==> src/rtl/freq_cnt_ctrl.sv <==
// Gated-count frequency meter with automatic 1 s / 0.1 s / 0.01 s gate ranging.
// Counts synchronised rising edges of sig_in in BCD and publishes 8 digits for the display.
module freq_cnt_ctrl #(
  parameter int CLK_HZ     = 50_000_000,
  parameter int OVF_DIGITS = 6
) (
  input  logic       clk,
  input  logic       rst,
  input  logic       sig_in,
  input  logic       hold,
  output logic [3:0] data1,
  output logic [3:0] data2,
  output logic [3:0] data3,
  output logic [3:0] data4,
  output logic [3:0] data5,
  output logic [3:0] data6,
  output logic [3:0] data7,
  output logic [3:0] data8,
  output logic [2:0] sel,
  output logic [2:0] dp,
  output logic       over,
  output logic       meas_valid
);

  localparam int GATE_W = $clog2(CLK_HZ) + 1;
  localparam logic [GATE_W-1:0] GATE0_M1 = GATE_W'(CLK_HZ - 1);
  localparam logic [GATE_W-1:0] GATE1_M1 = GATE_W'(CLK_HZ / 10 - 1);
  localparam logic [GATE_W-1:0] GATE2_M1 = GATE_W'(CLK_HZ / 100 - 1);

  typedef enum logic [1:0] {
    ST_ARM  = 2'd0,
    ST_GATE = 2'd1,
    ST_EVAL = 2'd2
  } state_t;

  state_t            state_reg;
  logic [1:0]        range_reg;
  logic [GATE_W-1:0] gate_cnt_reg;
  logic [GATE_W-1:0] gate_load;

  logic sync1_reg;
  logic sync2_reg;
  logic sync3_reg;
  logic edge_reg;

  // Digit 0 is the least significant BCD digit.
  logic [7:0][3:0] cnt_reg;
  logic [7:0][3:0] cnt_next;
  logic [8:0]      carry;
  logic [7:0]      ovf_nz;
  logic [7:0]      udr_nz;
  logic            saturated;
  logic            is_ovf;
  logic            is_udr;

  logic [7:0][3:0] data_reg;
  logic [2:0]      sel_reg;
  logic [2:0]      sel_next;
  logic            over_reg;
  logic            meas_valid_reg;

  assign carry[0] = 1'b1;

  genvar gi;
  generate
    for (gi = 0; gi < 8; gi = gi + 1) begin : g_digit
      assign carry[gi+1]  = carry[gi] & (cnt_reg[gi] == 4'd9);
      assign cnt_next[gi] = carry[gi] ? ((cnt_reg[gi] == 4'd9) ? 4'd0 : cnt_reg[gi] + 4'd1)
                                      : cnt_reg[gi];
      if (gi >= OVF_DIGITS) begin : g_ovf
        assign ovf_nz[gi] = |cnt_reg[gi];
      end else begin : g_no_ovf
        assign ovf_nz[gi] = 1'b0;
      end
      if (gi >= OVF_DIGITS - 1) begin : g_udr
        assign udr_nz[gi] = |cnt_reg[gi];
      end else begin : g_no_udr
        assign udr_nz[gi] = 1'b0;
      end
    end
  endgenerate

  // A carry out of the top digit means the counter already reads 99999999.
  assign saturated = carry[8];
  assign is_ovf    = |ovf_nz;
  assign is_udr    = ~|udr_nz;

  always_comb begin
    gate_load = GATE2_M1;
    sel_next  = 3'b001;
    case (range_reg)
      2'd0: begin
        gate_load = GATE0_M1;
        sel_next  = 3'b100;
      end
      2'd1: begin
        gate_load = GATE1_M1;
        sel_next  = 3'b010;
      end
      default: begin
        gate_load = GATE2_M1;
        sel_next  = 3'b001;
      end
    endcase
  end

  always_ff @(posedge clk) begin
    if (rst) begin
      sync1_reg      <= 1'b0;
      sync2_reg      <= 1'b0;
      sync3_reg      <= 1'b0;
      edge_reg       <= 1'b0;
      state_reg      <= ST_ARM;
      range_reg      <= 2'd0;
      gate_cnt_reg   <= '0;
      cnt_reg        <= '0;
      data_reg       <= '0;
      sel_reg        <= 3'b100;
      over_reg       <= 1'b0;
      meas_valid_reg <= 1'b0;
    end else begin
      sync1_reg      <= sig_in;
      sync2_reg      <= sync1_reg;
      sync3_reg      <= sync2_reg;
      edge_reg       <= sync2_reg & ~sync3_reg;
      meas_valid_reg <= 1'b0;
      case (state_reg)
        ST_ARM: begin
          cnt_reg      <= '0;
          gate_cnt_reg <= gate_load;
          state_reg    <= ST_GATE;
        end
        ST_GATE: begin
          if (edge_reg && !saturated) begin
            cnt_reg <= cnt_next;
          end
          if (gate_cnt_reg == '0) begin
            state_reg <= ST_EVAL;
          end else begin
            gate_cnt_reg <= gate_cnt_reg - 1'b1;
          end
        end
        ST_EVAL: begin
          state_reg <= ST_ARM;
          if (is_ovf && range_reg != 2'd2) begin
            range_reg <= range_reg + 2'd1;
          end else if (is_udr && range_reg != 2'd0) begin
            range_reg <= range_reg - 2'd1;
          end else if (!hold) begin
            data_reg       <= cnt_reg;
            sel_reg        <= sel_next;
            over_reg       <= is_ovf;
            meas_valid_reg <= 1'b1;
          end
        end
        default: state_reg <= ST_ARM;
      endcase
    end
  end

  assign data1      = data_reg[7];
  assign data2      = data_reg[6];
  assign data3      = data_reg[5];
  assign data4      = data_reg[4];
  assign data5      = data_reg[3];
  assign data6      = data_reg[2];
  assign data7      = data_reg[1];
  assign data8      = data_reg[0];
  assign sel        = sel_reg;
  assign dp         = ~sel_reg;
  assign over       = over_reg;
  assign meas_valid = meas_valid_reg;

endmodule

==> config.mk <==
export PLATFORM = sky130hd
export DESIGN_NAME = freq_cnt_ctrl
export DESIGN_NICKNAME = d
export VERILOG_FILES = /design/src/rtl/freq_cnt_ctrl.sv
export SDC_FILE = /design/constraint.sdc
export NUM_CORES = 1
export LEC_CHECK = 0
export ABC_AREA = 0
export BUFFER_PORTS_ARGS = -buffer_cell sky130_fd_sc_hd__buf_2
export CORE_AREA = 2 2 119 121
export CTS_CLUSTER_SIZE = 14
export DETAILED_ROUTE_END_ITERATION = 10
export DIE_AREA = 0 0 121 123
export GPL_TIMING_DRIVEN = 0
export PLACE_DENSITY = 0.57
export SLEW_MARGIN = 10
export SYNTH_ARGS = -nofsm -noshare
export SYNTH_HDL_FRONTEND = slang
export SYNTH_SLANG_ARGS = --single-unit
==> constraint.sdc <==
create_clock -name clk -period 5.7 [get_ports clk]
set_input_delay 0.285 -clock clk [delete_from_list [all_inputs] [get_ports clk]]
set_output_delay 0.285 -clock clk [all_outputs]
set_load 0.1 [all_outputs]
==> impl_metrics.yaml <==
floorplanning:
  dieHeight_um: 123
  die_x_um: 121
  io_pins: 44
  fp.coreArea_um2: 13610
  rows: 43
  die_area_um2: 14880
  initial_core_util: 0.3932
setup_path:
  cp.required_ns: 5.92
  criticalPathCategory: "reg2reg"
  critPathLaunchType: "flip-flop"
  arrival_ns: 3.01
  path_max_fanout: 10
  end_kind: "flip-flop"
  crit_slowest_cell: "nor4b_1"
  rr_worst_depth: 10
  crit_path_max_incr_delay_ns: 0.50
  cp_cell_sequence: "inv_1 > ha_1 > nor4b_1 > nand4_1 > or4b_2 > clkbuf_1 > buf_4 > buf_6 > mux2i_1 > nor2_1"
sta:
  tns_ns: 0
  rsz0062_at_grt: "no"
  drv_slew: 0
  max-slew-margin-rel: 0.2060
  min_period_ns: 2.794
  fin_skew_ns: 0.007670
  final_hold_viol_count: 0
  worst-slew-pin-transition_ns: 1.188
  fmax_mhz: 357.9
  period_share: 0.4902
  setup_viol: 0
synthesis:
  yosysWarnings: 0
  synth_edf_count: 0
  synth.avg_cell_area_um2: 8.551
  synth_top_area_cell: "dfxtp_1"
  synth_common_cells: "dfxtp_1, nor2_1, mux2i_1, a21oi_1, o21ai_0"
  yosysTopAreaCellShare: 0.3890
  ys_seq_elements: 104
  yosysMostFrequentCell: "dfxtp_1"
  async_reset_ff_frac: 0
  syn-instance-count: 626
  synth_ff_type: "dfxtp_1"
  seq_area_frac_synth: 0.3890
  syn_area_um2: 5353
  netlist-cell-type-count: 60
  synth_nets: 656
  synthTopCellsByArea: "dfxtp_1, mux2i_1, ha_1"
routing:
  wl_per_cell_um: 17.48
  detail_route.vias_per_cell: 5.813
  drc: 0
  ant_nets: 0
  wirelength_mm: 15.05
  firstDrtPassIters: 5
  vias: 5005
  drt_iter0_drc: 537
clocking:
  clk_latency_ns: 0.36
  cts.hold.buffers_added: 0
  cts_buffers: 9
  cts.sink_count: 104
  cts_buffer_depth: 2
  htree_levels: 3
  cts_tree: "done"
  cts_resized: 0
  clk_pin_slew_ns: 0.07
  postCtsSetupBuffers: 0
  cts-root-buf: "clkbuf_16"
min_path:
  hold_path_class: "in2reg"
  min_path_cells: 2
placed_design:
  dp_hpwl_mm: 10.74
  port_buffers: 42
  dp.cells: 848
  gp_congestion: 0.8821
pwr:
  p_sw_mw: 0.3734
  p_clk_frac: 0.418
  sw_frac_of_total: 0.2502
  power_density_nw_per_um2: 245.8
  p_comb_frac: 0.079
  power_frac_seq: 0.503
  intPower_mw: 1.119
  peakVddDrop_mv: 0.1397
  leakage_nw: 2.574
finish:
  instances_no_fill: 861
  final_nets: 709
  drive_gt1_frac: 0.1160
  largest_reg_flops: 32
  area_growth_pct: 13.44
  diodes: 0
  utilization: 0.4461
  n_fill_cell: 1339
status:
  status: "finished, final reports clean"
global_route:
  grt_use_total: 0.2033
  grt_max_degree: 16
  grt_pass1_wl_mm: 23.51
  antenna_found_initial: 0
  grt.overflow.total: 0
  grt_pass1_vias: 4496
job:
  drv_cap: 0
## power groups by stage
stage               Sequential, mW  Combinational (mW)  Clock [mW]
floorplan                    0.764              0.0823           0
global placement             0.767               0.114           0
detailed placement           0.767               0.115           0
CTS                          0.750               0.115       0.635
global route                 0.752               0.128       0.661
finish                       0.751               0.117       0.624
## layout by cell type, fill, tap and decap left out, types with 9 or more instances in the layout
cell	n
nand3_1	25
or3_1	10
a31oi_1	18
o21ai_0	33
ha_1	26
nand3b_1	11
buf_2	44
clkbuf_16	9
mux2i_1	38
a21oi_1	34
dfxtp_1	104
or4_1	11
nor2_1	78
clkbuf_1	24
o31ai_1	13
nand4_1	11
inv_1	26
nor3_1	18
nand2_1	32
nor4_1	10
## worst max-delay path: cells and delay by family (launching register included)
kind / cells / cell delay (ns)
mux: 1 / 0.21
simple gates: 4 / 0.96
flops: 1 / 0.40
buf+inv: 4 / 0.76
fa+ha+maj: 1 / 0.31
## cell type report
type / instances / area [um2] / area share
Clock inverter: 3 / 45.04 / 0.007418
Sequential cell: 104 / 2082 / 0.3429
Timing Repair Buffer: 42 / 210.2 / 0.03462
Buffer: 31 / 141.4 / 0.02328
Tap cell: 180 / 225.2 / 0.03709
Clock buffer: 10 / 239.0 / 0.03936
Multi-Input combinational cell: 465 / 3032 / 0.4993
Inverter: 26 / 97.59 / 0.01607
## stage by stage
| step | instance area, um2 | power, mW | setup WS [ns] | hold slack (ns) |
|---|---|---|---|---|
| floorplan | 5353 | 0.8464 | 3.468 | 0.3674 |
| global placement | 5788 | 0.8810 | 2.909 | 0.3724 |
| detailed placement | 5788 | 0.8821 | 2.851 | 0.3795 |
| CTS | 6072 | 1.501 | 2.812 | 0.1273 |
| global route | 6072 | 1.541 | 2.676 | 0.1340 |
| finish | 6072 | 1.492 | 2.906 | 0.1328 |
## cell families (layout without fill, tap and decap cells)
family,Yosys count,count (layout),share of synthesized area
AOI/OAI and AO/OA,146,146,0.1748
xor gates and xnor gates,2,2,0.003273
buffers and inverters,57,112,0.04465
muxes,38,38,0.07106
DFF,104,104,0.3890
and+or+nand+nor,253,253,0.2564
adders and majority gates,26,26,0.06078
## per-layer routing
layer	track usage	part of all wire	up-vias
li1	-	-	2403
met3	0.03321	0.059	20
met4	0.08721	0.019	0
met1	0.2709	0.46	2402
met5	0	0	-
met2	0.3262	0.46	180
## final timing paths
| path | slack, ns | start | to |
|---|---|---|---|
| min | 0.13 | sig_in | sync1_reg |
| max reg2reg | 2.91 | range_reg[0] | data4[3] |
| min reg2reg | 0.38 | sync3_reg | edge_reg |
| max | 2.91 | range_reg[0] | data4[3] |
Power figures use the tool's default switching activity.
